`src/rtl/bitrev_reorder_buffer_if.sv`:
```
// Streaming bundle for the bit-reversal reorder buffer: frame-size config,
// natural-order input stream and bit-reversed output stream.
interface bitrev_reorder_buffer_if #(
  parameter int DATA_W = 8
);
  logic [7:0]        log_n_cfg;
  logic              in_valid;
  logic              in_ready;
  logic [DATA_W-1:0] in_data;
  logic              out_valid;
  logic              out_ready;
  logic [DATA_W-1:0] out_data;
  logic              out_last;

  // Coefficient source / butterfly side
  modport master (
    output log_n_cfg, in_valid, in_data, out_ready,
    input  in_ready, out_valid, out_data, out_last
  );

  // Reorder buffer side
  modport slave (
    input  log_n_cfg, in_valid, in_data, out_ready,
    output in_ready, out_valid, out_data, out_last
  );
endinterface

```
`src/rtl/bitrev_reorder_buffer.sv`:
```
// Single-buffered frame store: loads 2^k coefficients in natural order, then
// replays them in bit-reversed index order. Load and drain never overlap.
//
// state   | meaning
// --------+-----------------------------------------------------------
// S_LOAD  | accepting input words into mem[wr_cnt], output idle
// S_DRAIN | presenting mem[rev_k(rd_cnt)], input held off
module bitrev_reorder_buffer #(
  parameter int DATA_W = 8,
  parameter int LOG_N  = 3
) (
  input logic                    clk,
  input logic                    rst_n,
  bitrev_reorder_buffer_if.slave bus
);
  localparam int N_MAX = 1 << LOG_N;
  localparam int CW    = LOG_N + 1;

  localparam logic [0:0] S_LOAD  = 1'b0;
  localparam logic [0:0] S_DRAIN = 1'b1;

  logic [0:0]        state_q;
  logic [DATA_W-1:0] mem [N_MAX];
  logic [CW-1:0]     wr_cnt;
  logic [CW-1:0]     rd_cnt;
  logic [CW-1:0]     k_q;

  logic [CW-1:0]     k_cfg;
  logic [CW-1:0]     k_wr;
  logic [CW-1:0]     wr_last;
  logic [CW-1:0]     rd_last;
  logic [LOG_N-1:0]  rd_rev_full;
  logic [LOG_N-1:0]  rd_idx;
  logic              in_ready_i;
  logic              out_valid_i;
  logic              in_fire;
  logic              out_fire;

  assign in_ready_i  = (state_q == S_LOAD);
  assign out_valid_i = (state_q == S_DRAIN);
  assign in_fire     = bus.in_valid & in_ready_i;
  assign out_fire    = out_valid_i & bus.out_ready;

  // Frame-size clamp; the first word of a frame already uses the new size,
  // so the write side looks at the live config while wr_cnt is zero.
  always_comb begin
    k_cfg = CW'(LOG_N);
    if (bus.log_n_cfg != 8'd0 && bus.log_n_cfg <= 8'(LOG_N)) begin
      k_cfg = CW'(bus.log_n_cfg);
    end
    k_wr    = (wr_cnt == '0) ? k_cfg : k_q;
    wr_last = CW'((1 << k_wr) - 1);
    rd_last = CW'((1 << k_q) - 1);
  end

  // Reverse the low k bits of rd_cnt: full-width reversal, then drop the
  // (LOG_N - k) bits that came from the always-zero top of the counter.
  always_comb begin
    rd_rev_full = '0;
    for (int b = 0; b < LOG_N; b++) begin
      rd_rev_full[b] = rd_cnt[LOG_N-1-b];
    end
    rd_idx = rd_rev_full >> (CW'(LOG_N) - k_q);
  end

  assign bus.in_ready  = in_ready_i;
  assign bus.out_valid = out_valid_i;
  assign bus.out_data  = out_valid_i ? mem[rd_idx] : '0;
  assign bus.out_last  = out_valid_i && (rd_cnt == rd_last);

  // Load/drain sequencing with write/read index counters and latched size.
  always_ff @(posedge clk or negedge rst_n) begin
    if (!rst_n) begin
      state_q <= S_LOAD;
      wr_cnt  <= '0;
      rd_cnt  <= '0;
      k_q     <= CW'(LOG_N);
    end else begin
      case (state_q)
        S_LOAD: begin
          if (in_fire) begin
            if (wr_cnt == '0) begin
              k_q <= k_cfg;
            end
            if (wr_cnt == wr_last) begin
              wr_cnt  <= '0;
              state_q <= S_DRAIN;
            end else begin
              wr_cnt <= wr_cnt + 1'b1;
            end
          end
        end
        S_DRAIN: begin
          if (out_fire) begin
            if (rd_cnt == rd_last) begin
              rd_cnt  <= '0;
              state_q <= S_LOAD;
            end else begin
              rd_cnt <= rd_cnt + 1'b1;
            end
          end
        end
        default: state_q <= S_LOAD;
      endcase
    end
  end

  // Coefficient store; cleared on reset so a discarded frame leaves no trace.
  always_ff @(posedge clk or negedge rst_n) begin
    if (!rst_n) begin
      for (int i = 0; i < N_MAX; i++) begin
        mem[i] <= '0;
      end
    end else if (in_fire) begin
      mem[wr_cnt[LOG_N-1:0]] <= bus.in_data;
    end
  end
endmodule

```
`src/flat_wrapper.sv`:
```
// flat-port wrapper written by rule: the top's interface ports become plain ports
module bitrev_reorder_buffer_flat 
#(
  parameter int DATA_W = 8,
  parameter int LOG_N  = 3
)
  (clk, rst_n, bus_log_n_cfg, bus_in_valid, bus_in_data, bus_out_ready, bus_in_ready, bus_out_valid, bus_out_data, bus_out_last);
  bitrev_reorder_buffer_if #(.DATA_W(DATA_W)) bus_i ();
  input logic clk;
  input logic rst_n;
  input wire logic [$bits(bus_i.log_n_cfg)-1:0] bus_log_n_cfg;
  input wire logic [$bits(bus_i.in_valid)-1:0] bus_in_valid;
  input wire logic [$bits(bus_i.in_data)-1:0] bus_in_data;
  input wire logic [$bits(bus_i.out_ready)-1:0] bus_out_ready;
  output wire logic [$bits(bus_i.in_ready)-1:0] bus_in_ready;
  output wire logic [$bits(bus_i.out_valid)-1:0] bus_out_valid;
  output wire logic [$bits(bus_i.out_data)-1:0] bus_out_data;
  output wire logic [$bits(bus_i.out_last)-1:0] bus_out_last;
  assign bus_i.log_n_cfg = bus_log_n_cfg;
  assign bus_i.in_valid = bus_in_valid;
  assign bus_i.in_data = bus_in_data;
  assign bus_i.out_ready = bus_out_ready;
  assign bus_in_ready = bus_i.in_ready;
  assign bus_out_valid = bus_i.out_valid;
  assign bus_out_data = bus_i.out_data;
  assign bus_out_last = bus_i.out_last;
  bitrev_reorder_buffer #(.DATA_W(DATA_W), .LOG_N(LOG_N)) u_core (.clk(clk), .rst_n(rst_n), .bus(bus_i));
endmodule
```
`config.mk`:
```
export PLATFORM = sky130hd
export DESIGN_NAME = bitrev_reorder_buffer_flat
export DESIGN_NICKNAME = d
export VERILOG_FILES = /design/src/rtl/bitrev_reorder_buffer_if.sv /design/src/rtl/bitrev_reorder_buffer.sv /design/src/flat_wrapper.sv
export SDC_FILE = /design/constraint.sdc
export NUM_CORES = 1
export LEC_CHECK = 0
export ABC_AREA = 1
export CAP_MARGIN = 5
export CORE_MARGIN = 5
export CORE_UTILIZATION = 58
export CTS_CLUSTER_SIZE = 28
export DETAILED_ROUTE_END_ITERATION = 8
export GPL_TIMING_DRIVEN = 0
export PLACE_DENSITY = 0.79
export SYNTH_ARGS = -nofsm -noshare
export SYNTH_HDL_FRONTEND = slang
export SYNTH_SLANG_ARGS = --single-unit
```
`constraint.sdc`:
```
create_clock -name clk -period 2.8 [get_ports clk]
set_input_delay 0.84 -clock clk [delete_from_list [all_inputs] [get_ports clk]]
set_output_delay 0.84 -clock clk [all_outputs]
set_load 0.03 [all_outputs]
```
==> results.md, run 1 <==
* Status: complete, but fails checks
* Violated checks: setup timing
* Sequential Area at 0.00193 mm2
* Psw at 0.00333 W
* Die area at 0.00871 mm2
* Finished Layout Cells at between 600 and 700
* Seq/Total Area, Yosys at 47.9%
* Total negative setup slack at -2690 ps
* R2R Setup Slk at 130 ps
* Max VDD drop at about 0.72 mV
* Top cell type by total area after synthesis: dfrtp_1
* Post-synth cell types at 32
* Mapped Avg Cell Area at 7.82 um2
* Worst-path cell chain: inv_4 -> o211ai_4 -> nand2_4 -> buf_12 -> clkbuf_16 -> o21ai_0 -> nand2_1 -> nor2_1 -> nor2_2 -> buf_6
* Fraction of power consumed by sequential logic at ~27%
* Tmin final at 3190 ps
* Clk_skew at 6.38 ps
* Chip height at 93.3 um
* CTS Hold Bufs at 0
* Post-Syn Nets at 540
* Routed vias at 3767
* Crit-path max cell delay at 590 ps
* Worst R2R Path Depth at 16
* Final Setup Violations at 9
* Logic pwr share at 60.4%
* Core Rows at 30
* Initial Util at about three fifths
* Fin Hold WS at around 450 ps
* Fin nets at around 600
* CP required at a little under 2000 ps
* Leak pwr at approximately 2.5 nW
* Yosys warning total at 0
* Final ANT Viol Nets at 0
* Post-synth EDFFs at 0
* Total routed wirelength at about 11000 um
* RSZ-0062 raised after global routing: yes
* Final Power at 0.00730 W
* Dpl ws at -611 ps
* Max-slew violation count at 0
* CP max FO at 7
* Die width at about 93 um
* Top-count cell post-synth: nand2_1
* DRT iter0 DRCs at 323
* Setup CP Type: reg -> out
* Ys flop type: dfrtp_1
* P&R area growth vs syn at 27.1%
* FMAX at 314 MHz
* Slowest CP cell: dfstp_2
* Post-synth top cells: nand2_1, o21ai_0, dfrtp_1
* Least-Margin Pin Slew at 578 ps
* Placed cell count at 626
* Fillers at 467
* Crit path to: bus_out_data[0]
* Yosys top cell area share at 46.6%
* Vias in the first global route at about 3500
* Post-synthesis cell area at 0.00403 mm2
* Clock tree from TritonCTS: yes
* DRT Pass-1 Iters at 5
* RR Startpoint: u_core.wr_cnt[1]
* Worst-Skew Late Latency at 360 ps
* Setup slack after layout at -388 ps
* Clock Power Share at 12.6%
* H-tree Lvls at 3
* Clock-pin slew on the worst setup and hold paths at 80 ps
* Setup crit end kind: output port
* Max Cap Viol at 0
* IO Count at 31
* Hold Crit Class: in -> async
* DRC Markers at 0
* Final period utilization at 114%
* Initial antenna violation count at 0
* Internal power at 0.00397 W
* GR Util All Layers at roughly a quarter
* Pwr dens at between 1000 and 1500 mW/mm2
* Antenna cells at 0
* TritonCTS buffer count at 9
* Largest net degree at the start of global routing at 41
* Avg WL per Cell at 16.6 um
* Root buf cell: clkbuf_8
* Grt ovf at 0
* Layout cell share with drive strength beyond 1 at 20.2%
* First-pass GRT wire length at 16600 um
* CTS max path bufs at 2
* Register bit total from synthesis at 77
* Startpoint Class: flop
* Async SR Flop Fraction at 100%
* Final hold viol count at 0
* Core area at just under 0.007 mm2
* Post-DP HPWL at 7080 um
* Slew Limit Headroom at 61.2%
* Sink Count at 77
* Sw Ratio at between 40% and 50%
* Placer Congestion at about 0.85
* Worst reg2reg path endpoint: u_core.wr_cnt[3]
* Multi-input gate area at 0.00192 mm2
* CP Launch Point: u_core.k_q[0]
* Port buffer count at 30
* Ranking of synthesized cells by area: dfrtp_1, nand2_1, o21ai_0
* Critical Path AT at 2350 ps
* Vias/cell at 5.68
* Synthesized instance count at between 500 and 600
==> flip-flops by register name (all words and copies together), names as in the netlist <==
signal / cells
u_core.k_q: 4
u_core.wr_cnt: 4
u_core.bus.out_valid: 1
u_core.rd_cnt: 4
u_core.mem: 64
==> timing repair <==
| action | in CTS | in global routing |
|---|---|---|
| setup buffers | 11 | 7 |
| cloned | 0 | 3 |
| pin swaps | 13 | 30 |
| endpoints found under the hold margin | 0 | 0 |
| gates resized for setup | 83 | 51 |
| endpoints found under the setup margin | 14 | 14 |
==> cell usage in the layout, fill, tap and decap left out, types with 4 or more instances in the layout <==
master	instances
inv_2	4
xor2_1	8
nand2_1	119
nand3_1	15
inv_4	4
nor2_1	41
nand2_2	8
o21ai_0	75
dfrtp_1	73
nor2_4	6
clkbuf_8	9
clkbuf_1	7
nor2_2	8
a21oi_1	18
buf_6	9
o21ai_1	16
or2_1	7
inv_1	53
clkdlybuf4s50_1	12
buf_4	23
a21oi_2	7
dlymetal6s2s_1	7
==> power groups by stage <==
stage | registers (W) | logic (W) | clock network [W]
6_report | 0.00197 | 0.00441 | 0.000921
3_5_place_dp | 0.00195 | 0.00337 | 0
4_1_cts | 0.00194 | 0.00367 | 0.000922
5_1_grt | 0.00203 | 0.00482 | 0.000971
2_1_floorplan | 0.00189 | 0.00247 | 0
3_3_place_gp | 0.00193 | 0.00328 | 0
==> metrics by stage <==
stage	area, um2	utilization [%]
after CTS	4800	71.1
after floorplan	4030	-
after global placement	4430	65.5
after global routing	5120	75.7
after detailed placement	4440	65.8
final	5120	75.7
==> worst max-delay path, delay by kind of cell (launching register included) <==
family / cells / cell delay (ps)
simple gates: 4 / 470
compound gates: 2 / 400
flops: 1 / 590
buf+inv: 4 / 520
==> worst min path at each step <==
stage	from	end	cells past startpoint
after floorplan	u_core.mem[10]	u_core.mem[10]	2
after global placement	u_core.mem[12]	u_core.mem[12]	2
after detailed placement	u_core.mem[8]	u_core.mem[8]	2
after CTS	rst_n	u_core.bus.out_valid	1
after global routing	rst_n	u_core.bus.out_valid	1
final	rst_n	u_core.bus.out_valid	1
==> layout make-up <==
class                      count  share of cell area [%]
tap                           80                    1.96
clock inverter                 6                    1.71
sequential                    77                    37.8
clock buffer                  10                    2.49
inverter                      61                    4.67
multi-input combinational    358                    37.5
buffer                        19                    3.20
timing repair buffer          52                    10.7
==> logic make-up (layout without fill, tap and decap cells) <==
logic type               after synthesis  count (layout)  synth area share [%]
flip-flops                            77              77                  47.9
XOR/XNOR                              11              11                  2.39
buffers and inverters                 80             148                  8.55
AND/OR/NAND/NOR                      218             218                  23.1
AO/OA/AOI/OAI                        124             124                  16.4
adder cells (fa/ha/maj)                5               5                  1.55
==> per-layer routing <==
metal  global-route usage [%]  vias up  wire length, um
met5                        0        -                0
met3                     6.52       36              739
met4                     6.23        0              273
met1                     32.2     1780             4540
li1                         -     1773                -
met2                     39.9      178             5460
No activity file was read; power rests on OpenSTA's default activity.
==> run 2, diff against run 1 <==
Settings changed: CORE_MARGIN 5 to 1.5.
==> run 2 against run 1 <==
Against the previous run:
- the flow still finishes with violations (setup timing)
- setup slack improved by 140 ps
- design area fell by 4.3%
- sequential power about the same
==> results.md, run 2 (same netlist as run 1, synthesis figures left out) <==
* DRC Markers at 0 (unchanged)
* H-tree Lvls at 3 (unchanged)
* Largest Register: u_core.mem (unchanged)
* DRT Pass-1 Iters at 5 (unchanged)
* CP max FO at 10 (was 7)
* Worst reg2reg path endpoint: u_core.wr_cnt[2] (was u_core.wr_cnt[3])
* FMAX at 328 MHz (was 314 MHz)
* Max reg flops at 64 (unchanged)
* Grt ovf at 0 (unchanged)
* Sw Ratio at 45.7% (was 45.6%)
* Routed vias at 3535 (was 3767)
* TritonCTS buffer count at 9 (unchanged)
* Fraction of power consumed by sequential logic at 29.5% (was 27.0%)
* P&R area growth vs syn at 21.7% (was 27.1%)
* Least-Margin Pin Slew at 598 ps (was 578 ps)
* Core Rows at 30 (unchanged)
* Pwr dens at 1360 mW/mm2 (was 1430 mW/mm2)
* Port buffer count at 30 (unchanged)
* Worst path bufs/invs at 4 (unchanged)
* Slew Limit Headroom at 59.9% (was 61.2%)
* IO Count at 31 (unchanged)
* Setup CP Type: reg -> out (unchanged)
* Worst R2R Path Depth at 17 (was 16)
* Leak pwr at 2.41 nW (was 2.50 nW)
* First-pass GRT wire length at 16200 um (was 16600 um)
* Sink Count at 77 (unchanged)
* Most frequent cells in the layout: nand2_1, o21ai_0, dfrtp_1 (unchanged)
* Setup crit end kind: output port (unchanged)
* Max Cap Viol at 0 (unchanged)
* RR Startpoint: u_core.wr_cnt[1] (unchanged)
* Final hold viol count at 0 (unchanged)
* R2R Setup Slk at 220 ps (was 130 ps)
* Psw at 0.00304 W (was 0.00333 W)
* Hold Crit Class: in -> async (unchanged)
* Clk_skew at 10.3 ps (was 6.38 ps)
* Worst-path cell chain: nor2_4 -> inv_4 -> nor2_4 -> o211ai_2 -> nand2_2 -> buf_6 -> buf_8 -> nor2_1 -> nor2_1 -> nor2_1 -> nor2_1 -> buf_4 (was inv_4 -> o211ai_4 -> nand2_4 -> buf_12 -> clkbuf_16 -> o21ai_0 -> nand2_1 -> nor2_1 -> nor2_2 -> buf_6)
* Startpoint Class: flop (unchanged)
* Initial antenna violation count at 0 (unchanged)
* Critical Path AT at 2210 ps (was 2350 ps)
* GR Util All Layers at 27.9% (was 24.4%)
* Placer Congestion at 0.831 (was 0.853)
* Tmin final at 3050 ps (was 3190 ps)
* Vias/cell at 5.45 (was 5.68)
* CTS max path bufs at 2 (unchanged)
* Max VDD drop at 0.544 mV (was 0.715 mV)
* RSZ-0062 raised after global routing: yes (unchanged)
* Root buf cell: clkbuf_8 (unchanged)
* Max-slew violation count at 0 (unchanged)
* Violated checks: setup timing (unchanged)
* Final Setup Violations at 9 (unchanged)
* Most common cell on crit path: nor2_1
* Antenna cells at 0 (unchanged)
* Avg WL per Cell at 14.8 um (was 16.6 um)
* Final ANT Viol Nets at 0 (unchanged)
* Total routed wirelength at 9590 um (was 11000 um)
* Finished Layout Cells at 649 (was 663)
* Status: complete, but fails checks (unchanged)
* Core area at 0.00676 mm2 (unchanged)
* Layout cell share with drive strength beyond 1 at 17.6% (was 20.2%)
* Die width at 86.3 um (was 93.3 um)
* Post-DP HPWL at 6980 um (was 7080 um)
* Cell family with most CP delay: simple AND/OR/NAND/NOR gates (was flip-flops)
* Largest net degree at the start of global routing at 51 (was 41)
* Vias in the first global route at 3399 (was 3518)
* Placed cell count at 626 (unchanged)
* Clock Power Share at 13.7% (was 12.6%)
* Final period utilization at 109% (was 114%)
* Clock tree from TritonCTS: yes (unchanged)
* Total negative setup slack at -1760 ps (was -2690 ps)
* Chip height at 86.3 um (was 93.3 um)
* Commonest non-fill, non-tap cell in the layout: nand2_1 (unchanged)
* CP required at 1960 ps (about the same)
* Die area at 0.00745 mm2 (was 0.00871 mm2)
* Slowest CP cell: dfrtp_1 (was dfstp_2)
* Initial Util at 59.6% (unchanged)
* Worst-Skew Late Latency at 360 ps (about the same)
* Setup slack after layout at -250 ps (was -388 ps)
* Crit-path max cell delay at 430 ps (was 590 ps)
* Fin nets at 589 (was 603)
* DRT iter0 DRCs at 231 (was 323)
* Clock-pin slew on the worst setup and hold paths at 80 ps (about the same)
* Logic pwr share at 56.8% (was 60.4%)
* Final Power at 0.00665 W (was 0.00730 W)
* Internal power at 0.00361 W (was 0.00397 W)
* CTS Hold Bufs at 0 (unchanged)
## run 2: what timing repair did
action / 4_1_cts / 5_1_grt
pin swaps: 15 / 20
gates cloned: 1 / 0
buffers inserted: 4 / 2
gates resized for setup: 81 / 38
setup endpoints to repair: 14 / 14
## run 2: power by group through the flow
stage                     clock [W]  combinational, W  sequential, W
after floorplan                   0           0.00247        0.00189
after global placement            0           0.00327        0.00193
after detailed placement          0           0.00337        0.00196
after CTS                  0.000920           0.00352        0.00194
after global routing       0.000971           0.00420        0.00201
final                      0.000913           0.00378        0.00196
## run 2: final cells by class
class | count | area [um2]
flip-flops and latches | 77 | 1930
multi-input cells | 358 | 1880
fillers | 506 | 1860
repair buffers | 38 | 385
inverters | 61 | 239
plain buffers | 19 | 145
clock buffers | 10 | 128
well taps | 80 | 100
clock inverters | 6 | 86.3
## run 2: how the worst max path moves through the flow
stage | end | from | slack [ps] | depth (start not counted)
floorplan | bus_out_data[0] | u_core.k_q[0] | 180 | 9
detailed placement | bus_out_data[4] | u_core.k_q[0] | -600 | 10
global route | bus_out_data[2] | u_core.k_q[0] | -370 | 11
global placement | u_core.wr_cnt[0] | rst_n | -1710 | 1
finish | bus_out_data[2] | u_core.k_q[3] | -250 | 12
CTS | bus_out_data[2] | u_core.k_q[0] | -190 | 11
## run 2: metrics by stage
step | util (%) | cell area, um2 | hold slack [ps] | setup slack [ps]
2_1_floorplan | - | 4030 | 445 | 176
3_3_place_gp | 65.5 | 4430 | 458 | -1710
3_5_place_dp | 65.9 | 4450 | 468 | -600
4_1_cts | 70.1 | 4740 | 403 | -190
5_1_grt | 72.5 | 4900 | 418 | -373
6_report | 72.5 | 4900 | 391 | -250
## run 2: metal layers
metal	part of all wire (%)	up-vias	GRT usage (%)
li1	-	1734	-
met1	45	1669	38.5
met2	48	120	44.7
met3	5.1	12	5.71
met4	1.3	0	8.65
met5	0	-	0
